<file path="config.mk">
export PLATFORM = sky130hd
export DESIGN_NAME = multicycle_ctrl
export DESIGN_NICKNAME = d
export VERILOG_FILES = /design/src/rtl/mips_ctrl_pkg.sv /design/src/rtl/multicycle_ctrl_alu_dec.sv /design/src/rtl/multicycle_ctrl.sv
export SDC_FILE = /design/constraint.sdc
export NUM_CORES = 1
export LEC_CHECK = 0
export CAP_MARGIN = 20
export CORE_MARGIN = 2
export CORE_UTILIZATION = 43
export CTS_BUF_LIST = sky130_fd_sc_hd__clkbuf_16
export DETAILED_ROUTE_END_ITERATION = 10
export PLACE_DENSITY = 0.72
export SLEW_MARGIN = 30
export SYNTH_ARGS = -nofsm -noshare
export SYNTH_HDL_FRONTEND = slang
export SYNTH_SLANG_ARGS = --single-unit
</file>
<file path="constraint.sdc">
create_clock -name clk -period 2.3 [get_ports clk]
set_input_delay 0.23 -clock clk [delete_from_list [all_inputs] [get_ports clk]]
set_output_delay 0.23 -clock clk [all_outputs]
set_load 0.01 [all_outputs]
</file>
<file path="src/rtl/mips_ctrl_pkg.sv">
// Shared encodings for the multi-cycle MIPS controller: opcodes, functs,
// datapath select codes and FSM state codes.
package mips_ctrl_pkg;

   localparam logic [5:0] OP_RTYPE = 6'h00;
   localparam logic [5:0] OP_J     = 6'h02;
   localparam logic [5:0] OP_BEQ   = 6'h04;
   localparam logic [5:0] OP_ADDIU = 6'h09;
   localparam logic [5:0] OP_ORI   = 6'h0D;
   localparam logic [5:0] OP_LUI   = 6'h0F;
   localparam logic [5:0] OP_LW    = 6'h23;
   localparam logic [5:0] OP_SW    = 6'h2B;

   localparam logic [5:0] FN_ADDU  = 6'h21;
   localparam logic [5:0] FN_SUBU  = 6'h23;
   localparam logic [5:0] FN_AND   = 6'h24;
   localparam logic [5:0] FN_OR    = 6'h25;
   localparam logic [5:0] FN_SLT   = 6'h2A;

   typedef enum logic [2:0] {
      ALU_ADD = 3'd0,
      ALU_SUB = 3'd1,
      ALU_AND = 3'd2,
      ALU_OR  = 3'd3,
      ALU_SLT = 3'd4
   } alu_op_e;

   typedef enum logic [1:0] {
      PC_PLUS4  = 2'd0,
      PC_BRANCH = 2'd1,
      PC_JUMP   = 2'd2
   } pc_src_e;

   typedef enum logic [1:0] {
      RS_ALU = 2'd0,
      RS_MEM = 2'd1,
      RS_LUI = 2'd2
   } reg_src_e;

   typedef enum logic [1:0] {
      SRCB_RT   = 2'd0,
      SRCB_SEXT = 2'd1,
      SRCB_ZEXT = 2'd2
   } src_b_e;

   typedef enum logic [3:0] {
      ST_FETCH  = 4'd0,
      ST_DECODE = 4'd1,
      ST_EXEC   = 4'd2,
      ST_WB_ALU = 4'd3,
      ST_ADDR   = 4'd4,
      ST_MEM_RD = 4'd5,
      ST_MEM_WR = 4'd6,
      ST_WB_MEM = 4'd7,
      ST_BRANCH = 4'd8,
      ST_JUMP   = 4'd9,
      ST_ERR    = 4'd10
   } state_e;

endpackage

</file>
<file path="src/rtl/multicycle_ctrl_alu_dec.sv">
// Instruction decode: maps (opcode, funct) to the ALU operation and flags
// anything outside the supported subset as invalid.
module multicycle_ctrl_alu_dec
   import mips_ctrl_pkg::*;
(
   input  logic [5:0] opcode,
   input  logic [5:0] funct,
   output logic [2:0] alu_op,
   output logic       valid
);

   always_comb begin
      alu_op = ALU_ADD;
      valid  = 1'b1;
      case (opcode)
         OP_RTYPE: begin
            case (funct)
               FN_ADDU: alu_op = ALU_ADD;
               FN_SUBU: alu_op = ALU_SUB;
               FN_AND:  alu_op = ALU_AND;
               FN_OR:   alu_op = ALU_OR;
               FN_SLT:  alu_op = ALU_SLT;
               default: valid  = 1'b0;
            endcase
         end
         OP_ORI:  alu_op = ALU_OR;
         OP_BEQ:  alu_op = ALU_SUB;
         OP_ADDIU, OP_LUI, OP_LW, OP_SW, OP_J: alu_op = ALU_ADD;
         default: valid = 1'b0;
      endcase
   end

endmodule

</file>
<file path="src/rtl/multicycle_ctrl.sv">
// Moore sequencer for the multi-cycle MIPS datapath, with a bounded wait on
// the data-memory handshake and retired-instruction / cycle counters.
//
// state     | meaning
// FETCH     | load IR, PC <= PC+4
// DECODE    | opcode/funct classified, no writes
// EXEC      | ALU op for R / addiu / ori
// WB_ALU    | write ALU or lui result, retire
// ADDR      | effective address for lw / sw
// MEM_RD    | read request until mem_ready
// MEM_WR    | write request until mem_ready, retire on ready
// WB_MEM    | write load data, retire
// BRANCH    | compare, PC <= target when zero, retire
// JUMP      | PC <= jump target, retire
// ERR       | illegal instruction or memory timeout, sticky until rst
module multicycle_ctrl
   import mips_ctrl_pkg::*;
#(
   parameter int CNT_W   = 32,
   parameter int MEM_TMO = 15
) (
   input  logic             clk,
   input  logic             rst,
   input  logic [5:0]       opcode,
   input  logic [5:0]       funct,
   input  logic             zero,
   input  logic             mem_ready,
   output logic             pc_we,
   output logic [1:0]       pc_src,
   output logic             ir_we,
   output logic             mem_rd,
   output logic             mem_wr,
   output logic             rf_we,
   output logic             reg_dst,
   output logic [1:0]       reg_src,
   output logic [1:0]       alu_src_b,
   output logic [2:0]       alu_op,
   output logic [3:0]       state_o,
   output logic             instr_done,
   output logic             halted,
   output logic [CNT_W-1:0] instr_cnt,
   output logic [CNT_W-1:0] cycle_cnt
);

   localparam int TMO_W = (MEM_TMO < 1) ? 1 : $clog2(MEM_TMO + 1);
   localparam logic [TMO_W-1:0] TMO_LOAD = TMO_W'(MEM_TMO);

   state_e           state;
   logic [TMO_W-1:0] wait_cnt;
   logic [2:0]       dec_alu_op;
   logic             dec_valid;
   logic             retire;

   multicycle_ctrl_alu_dec u_alu_dec (
      .opcode (opcode),
      .funct  (funct),
      .alu_op (dec_alu_op),
      .valid  (dec_valid)
   );

   // A store completes in MEM_WR itself, so its retire is the one place the
   // handshake reaches the retire pulse.
   assign retire = (state == ST_WB_ALU) || (state == ST_WB_MEM) ||
                   (state == ST_BRANCH) || (state == ST_JUMP) ||
                   ((state == ST_MEM_WR) && mem_ready);

   assign state_o = state;

   always_ff @(posedge clk) begin
      if (rst) begin
         state     <= ST_FETCH;
         wait_cnt  <= '0;
         instr_cnt <= '0;
         cycle_cnt <= '0;
      end else begin
         if (state != ST_ERR)
            cycle_cnt <= cycle_cnt + CNT_W'(1);
         if (retire)
            instr_cnt <= instr_cnt + CNT_W'(1);
         case (state)
            ST_FETCH:  state <= ST_DECODE;
            ST_DECODE: begin
               if (!dec_valid)
                  state <= ST_ERR;
               else begin
                  case (opcode)
                     OP_RTYPE, OP_ADDIU, OP_ORI: state <= ST_EXEC;
                     OP_LUI:                     state <= ST_WB_ALU;
                     OP_LW, OP_SW:               state <= ST_ADDR;
                     OP_BEQ:                     state <= ST_BRANCH;
                     OP_J:                       state <= ST_JUMP;
                     default:                    state <= ST_ERR;
                  endcase
               end
            end
            ST_EXEC: state <= ST_WB_ALU;
            ST_ADDR: begin
               wait_cnt <= TMO_LOAD;
               state    <= (opcode == OP_LW) ? ST_MEM_RD : ST_MEM_WR;
            end
            // Down-counter covers MEM_TMO+1 unanswered cycles before giving up.
            ST_MEM_RD, ST_MEM_WR: begin
               if (mem_ready)
                  state <= (state == ST_MEM_RD) ? ST_WB_MEM : ST_FETCH;
               else if (wait_cnt == '0)
                  state <= ST_ERR;
               else
                  wait_cnt <= wait_cnt - TMO_W'(1);
            end
            ST_WB_ALU, ST_WB_MEM, ST_BRANCH, ST_JUMP: state <= ST_FETCH;
            ST_ERR:  state <= ST_ERR;
            default: state <= ST_ERR;
         endcase
      end
   end

   always_comb begin
      pc_we      = 1'b0;
      pc_src     = PC_PLUS4;
      ir_we      = 1'b0;
      mem_rd     = 1'b0;
      mem_wr     = 1'b0;
      rf_we      = 1'b0;
      reg_dst    = 1'b0;
      reg_src    = RS_ALU;
      alu_src_b  = SRCB_RT;
      alu_op     = ALU_ADD;
      instr_done = 1'b0;
      halted     = 1'b0;
      if (!rst) begin
         case (state)
            ST_FETCH: begin
               ir_we = 1'b1;
               pc_we = 1'b1;
            end
            ST_EXEC: begin
               alu_op = dec_alu_op;
               case (opcode)
                  OP_ADDIU: alu_src_b = SRCB_SEXT;
                  OP_ORI:   alu_src_b = SRCB_ZEXT;
                  default:  alu_src_b = SRCB_RT;
               endcase
            end
            ST_WB_ALU: begin
               rf_we   = 1'b1;
               reg_dst = (opcode == OP_RTYPE);
               reg_src = (opcode == OP_LUI) ? RS_LUI : RS_ALU;
            end
            ST_ADDR: begin
               alu_op    = ALU_ADD;
               alu_src_b = SRCB_SEXT;
            end
            ST_MEM_RD: mem_rd = 1'b1;
            ST_MEM_WR: mem_wr = 1'b1;
            ST_WB_MEM: begin
               rf_we   = 1'b1;
               reg_src = RS_MEM;
            end
            ST_BRANCH: begin
               alu_op = ALU_SUB;
               pc_we  = zero;
               pc_src = PC_BRANCH;
            end
            ST_JUMP: begin
               pc_we  = 1'b1;
               pc_src = PC_JUMP;
            end
            ST_ERR:  halted = 1'b1;
            default: ;
         endcase
         instr_done = retire;
      end
   end

endmodule

</file>
==> key figures, run 1 <==
Status
  – Status: completed

Die
  – Initial core utilization: 0.4371
  – I/O pin total: 101
  – Row count: 34
  – Die Y: between 90 and 100 microns
  – Die X: about 98 microns
  – Core Area: roughly 8600 sq um
  – Die ar.: between 9000 and 10000 sq um

Routing
  – Vias: about 3900
  – Total wire length: approximately 10 mm
  – Residual DRC: 0
  – Vias per cell: 5.527
  – DR pass1 iterations: 4
  – WL per Instance: about 14 microns
  – Drt initial violations: 150
  – Final antenna-violating net count: 0

CTS
  – CTS tree: done
  – Root Driver: clkbuf_16
  – Number of hold buffers added after CTS: 0
  – CTS Buffer Depth: 2
  – CTS H-tree depth: 3
  – Worst-path clk slew: 60 ps
  – Clock Latency Late Sink: about 330 ps
  – CTS sink cnt: 72
  – CTS Buf Count: 9

Timing
  – Final min period: approximately 2200 ps
  – Finish-stage setup viols: 0
  – Tightest Pin Transition: between 500 and 600 ps
  – Hold Fails Final Rpt: 0
  – Fin crit share: 0.9542
  – Final WS setup: between 100 and 150 ps
  – Final hold slack: 405.3 ps
  – Fmax: 455.7 MHz
  – Clock skew: between 8 and 9 ps
  – RSZ-0062 raised after global routing: false
  – Slew Limit Fails: 0
  – Rel. slew slack: 0.6651

Synthesis
  – Synth cell types: 53
  – Top-count cell post-synth: dfxtp_1
  – Number of synthesized flops with an enable pin: 0
  – Cell count after synthesis: about 470
  – Asr flop ratio synth: 0
  – Most used DFF post-synth: dfxtp_1
  – Post-synth top cells: dfxtp_1 (72), nor2_1 (68), nand2_1 (26), xnor2_1 (25), xor2_1 (24)
  – Synthesized cell area: 3775 sq um
  – Post-synth top area share: 0.3818
  – Leading area contributor after synthesis: dfxtp_1
  – Post-synthesis register bit count: slightly above 70
  – Synth Net Count: approximately 490
  – Synth top area cells: dfxtp_1 (38%), nor2_1 (6.8%), xnor2_1 (5.8%)
  – Sequential-to-total area share from yosys stat: 0.3818
  – Syn avg cell area: a little over 8 sq um
  – Synth warn: 0

Setup path
  – Crit. End Element: primary output
  – Reg2Reg Launch Point: instr_cnt[6]
  – Worst Path Max Fanout: 2
  – R2r setup slk: 180 ps
  – CP Launch Type: input port
  – WP data arrival: approximately 2000 ps
  – CP required: 2070 ps
  – R2r worst-path depth: 5
  – Crit Path Class: input port to primary output
  – Critical-path cell list: clkdlybuf4s50_1 -> or3_1 -> buf_4 -> nor3_1 -> clkdlybuf4s50_1
  – CP dominant cell by count: clkdlybuf4s50_1
  – Crit path largest cell delay: ~570 ps
  – Worst path slowest cell: clkdlybuf4s50_1
  – Reg-to-reg endpoint: instr_cnt[31]

Global route
  – Largest net degree at the start of global routing: 51
  – Initial antenna violation count: 0
  – Total grt overflow: 0
  – First-pass GRT wire length: ~17 mm
  – All-Layer GR Usage: 0.2156
  – Vias in the first global route: 3695

Placement
  – DP HPWL: 7.212 mm
  – Port Buffers: 100
  – Routability Congestion: approximately 0.86
  – Area after DPL: between 5000 and 6000 sq um
  – Setup WS pre-CTS: -141.8 ps

Pwr
  – Total leakage power: 1.922 nW
  – P per Cell Area: between 500 and 600 nW/um^2
  – VDD IR max: approximately 0.00041 V
  – Tot Pwr: ~3.0 mW

Final layout
  – Core Util, Final: 0.6255
  – Antenna Cells: 0
  – Register Area: 1448 sq um
  – Finished Cell Area: 5401 sq um
  – Synthesis-to-finish area growth: 43.09%
  – Fillcell total: around 750
  – Layout cells sized above 1: 0.1182
  – Multi-input gate area: 2203 sq um
  – Nets: around 610

Worst hold path
  – Worst hold path class: input port to flip-flop
  – Worst hold start: rst
  – WHS Path Cells: 3
  – Hold path endpoint: cycle_cnt[18]

Flow run
  – Maxcap violations: 0
==> cell type report <==
type,instances,area share
Multi-Input combinational cell,357,0.4079
Tap cell,108,0.02502
Clock buffer,9,0.04170
Timing Repair Buffer,136,0.2344
Clock inverter,7,0.01529
Sequential cell,72,0.2680
Inverter,11,0.007644
==> sequential cells by signal (all words and copies together), names as in the netlist <==
register	flops
wait_cnt	4
state_o	4
cycle_cnt	32
instr_cnt	32
==> worst max-delay path by stage <==
stage,from,to,slack (ps),cells after the start
2_1_floorplan,instr_cnt[3],instr_cnt[31],210,5
4_1_cts,state_o[0],alu_src_b[1],10,6
6_report,opcode[0],reg_dst,110,5
3_5_place_dp,opcode[0],alu_op[1],-140,7
3_3_place_gp,opcode[0],alu_op[1],-140,7
5_1_grt,state_o[1],reg_dst,5,5
==> routing by layer <==
| layer | vias to the layer above | track usage | wire (microns) |
|---|---|---|---|
| met5 | - | 0 | 0 |
| met4 | 0 | 0.07265 | 137 |
| met3 | 16 | 0.03813 | 454 |
| met2 | 104 | 0.3666 | 4917 |
| met1 | 1828 | 0.2761 | 4468 |
| li1 | 1921 | - | - |
==> critical path: cells and delay by family <==
family / cells / cell delay (ps)
buffers and inverters: 3 / 1140
and+or+nand+nor: 2 / 580
==> repair_timing <==
action / CTS / global route
endpoints found under the setup margin: 9 / 4
pin swaps: 0 / 1
gates resized for setup: 8 / 5
buffers inserted: 0 / 2
==> where the power goes <==
| part | internal, mW | total (mW) | switching [mW] |
|---|---|---|---|
| clock | 0.858 | 1.43 | 0.573 |
| sequential | 1.26 | 1.29 | 0.0308 |
| combinational | 0.153 | 0.295 | 0.143 |
==> stage by stage <==
step	setup TNS [ps]	std cells
floorplan	0	466
global placement	-246.3	682
detailed placement	-281.9	682
CTS	0	698
global route	0	700
finish	0	700
==> logic make-up (layout without fill, tap and decap cells) <==
logic type               after synthesis  count (layout)  synth area share
AND/OR/NAND/NOR                      242             242            0.3513
XOR/XNOR                              49              49            0.1137
adder cells (fa/ha/maj)                3               3          0.009945
AO/OA/AOI/OAI                         59              59           0.09281
flip-flops                            72              72            0.3818
multiplexers                           4               4           0.01094
buffers and inverters                 37             163           0.03944
==> placed cells by master, fill, tap and decap left out, types with 4 or more instances in the layout <==
cell,instances
a211oi_1,4
a21oi_1,21
and2_1,5
and3_1,9
and4_1,7
buf_4,36
clkbuf_16,9
clkdlybuf4s50_1,93
dfxtp_1,69
dlygate4sd2_1,4
inv_1,11
nand2_1,26
nand2b_1,6
nand3_1,23
nand4_1,23
nor2_1,68
nor2b_1,5
nor3_1,15
nor4_1,12
nor4b_1,5
o21ai_0,18
o22ai_1,4
or3_1,12
or3_2,4
xnor2_1,25
xor2_1,24
Power figures use the tool's default switching activity.
==> run 2: changes to the inputs <==
- CTS_CLUSTER_DIAMETER: default -> 30
==> results of run 2 <==
The final DEF is identical to that of run 1; final timing and power are the same.
==> run 3: changes to the inputs <==
- CORE_ASPECT_RATIO: default -> 0.75
- CORE_MARGIN: 2 -> default
==> run 3 against run 2 <==
Sequential share of layout area fell by 0.099 points; maximum frequency fell by 0.39%; clock power barely moved; final area rose by 0.37%; largest power group unchanged.
==> key figures, run 3 (synthesis gave the netlist of run 1 again) <==
Status
  – Status: completed

Setup path
  – Reg2Reg Launch Point: instr_cnt[6]
  – CP Launch Type: flip-flop
  – R2r worst-path depth: 5
  – R2r setup slk: 160 ps
  – Crit. End Element: primary output
  – Worst Path Max Fanout: 13
  – CP required: between 2000 and 2500 ps
  – Crit Path Class: flip-flop to primary output
  – WP data arrival: between 1500 and 2000 ps
  – Reg-to-reg endpoint: instr_cnt[31]

Die
  – Die X: 110.2 microns
  – Core Area: between 8000 and 9000 sq um
  – Die Y: 83.14 microns
  – Initial core utilization: 0.4446
  – I/O pin total: between 100 and 150
  – Row count: 29
  – Die ar.: about 9200 sq um

Routing
  – WL per Instance: 14.83 microns
  – Residual DRC: 0
  – Drt initial violations: a little over 300
  – Final antenna-violating net count: 0
  – Vias per cell: approximately 5.5
  – DR pass1 iterations: 5
  – Vias: between 3000 and 4000
  – Total wire length: 10.38 mm

Timing
  – Rel. slew slack: 0.6271
  – Setup TNS: 0 ps
  – Fmax: approximately 450 MHz
  – Clock skew: 5.872 ps
  – Fin crit share: 0.9579
  – Tightest Pin Transition: around 560 ps
  – RSZ-0062 raised after global routing: false
  – Slew Limit Fails: 0
  – Hold Fails Final Rpt: 0
  – Final min period: about 2200 ps
  – Finish-stage setup viols: 0

CTS
  – CTS sink cnt: 72
  – CTS Buffer Depth: 2
  – Clock Latency Late Sink: 340 ps
  – Number of hold buffers added after CTS: 0
  – CTS Buf Count: 9
  – CTS tree: done
  – Worst-path clk slew: approximately 50 ps
  – Root Driver: clkbuf_16
  – CTS H-tree depth: 3

Worst hold path
  – Hold path endpoint: cycle_cnt[31]
  – Worst hold start: cycle_cnt[31]
  – Worst hold path class: flip-flop to flip-flop
  – WHS Path Cells: 2

Pwr
  – VDD IR max: 0.0005329 V
  – Total leakage power: around 1.9 nW
  – P per Cell Area: approximately 560 nW/um^2

Final layout
  – Synthesis-to-finish area growth: 43.62%
  – Biggest regs: cycle_cnt x32, instr_cnt x32
  – Nets: between 600 and 700
  – Layout cells sized above 1: 0.1132
  – Finished Cell Area: 5421 sq um
  – Most common cell after layout, fill and taps aside: clkdlybuf4s50_1
  – Antenna Cells: 0
  – Most frequent cells in the layout: clkdlybuf4s50_1 (92), dfxtp_1 (69), nor2_1 (68)

Global route
  – All-Layer GR Usage: 0.2389
  – Total grt overflow: 0
  – Vias in the first global route: around 3500
  – Largest net degree at the start of global routing: 55
  – First-pass GRT wire length: between 15 and 20 mm
  – Initial antenna violation count: 0

Placement
  – Routability Congestion: between 0.9 and 1
  – DP HPWL: between 7 and 8 mm
  – Port Buffers: 100
  – Area after DPL: just over 5000 sq um

Flow run
  – Maxcap violations: 0
run 3: per-stage QoR:
step / power, mW / util / setup WS [ps] / cells / hold WS [ps]
2_1_floorplan: 1.464 / - / 205.8 / 466 / 459.8
3_3_place_gp: 1.610 / 0.5998 / -128.0 / 683 / 470.3
3_5_place_dp: 1.616 / 0.5998 / -151.1 / 683 / 481.6
4_1_cts: 3.053 / 0.6369 / 30.48 / 700 / 489.4
5_1_grt: 3.138 / 0.6385 / 16.32 / 700 / 527.7
6_report: 3.035 / 0.6385 / 96.75 / 700 / 486.0
run 3: repair_timing:
item,in CTS,in global routing
endpoints found under the setup margin,10,4
gates resized for setup,10,5
gates cloned,0,0
setup buffers,1,0
pin swaps,1,0
run 3: final cells by class:
type                            count  area (sq um)
Fill cell                         733          3069
Multi-Input combinational cell    357          2206
Sequential cell                    72          1448
Timing Repair Buffer              136          1286
Clock buffer                        9         225.2
Tap cell                          108         135.1
Clock inverter                      7         80.08
Inverter                           11         41.29
run 3: critical path, cell delays in order (launching register included):
cell and delay (ps):
dfxtp_4 370, buf_12 140, or3_1 440, nor2_1 120
clkdlybuf4s50_1 560
run 3: how the worst max path moves through the flow:
stage                     cells past startpoint         start  slack [ps]             to
after floorplan                               5  instr_cnt[3]         210  instr_cnt[31]
after global placement                        7     opcode[0]        -130      alu_op[1]
after detailed placement                      7     opcode[0]        -150      alu_op[1]
after CTS                                     6    state_o[1]          30   alu_src_b[1]
after global routing                          6    state_o[3]          20   alu_src_b[1]
final                                         4    state_o[1]         100      pc_src[1]
run 3: per-layer routing:
| layer | vias up | routed length [microns] | track usage |
|---|---|---|---|
| li1 | 1901 | - | - |
| met1 | 1827 | 4857 | 0.3263 |
| met2 | 123 | 4784 | 0.3744 |
| met3 | 15 | 586 | 0.05024 |
| met4 | 0 | 155 | 0.07536 |
| met5 | - | 0 | 0 |
run 3: power by group:
part	internal (mW)	total [mW]	switching, mW
sequential	1.26	1.29	0.0244
clock	0.931	1.44	0.513
combinational	0.153	0.302	0.148
total	2.35	3.03	0.685
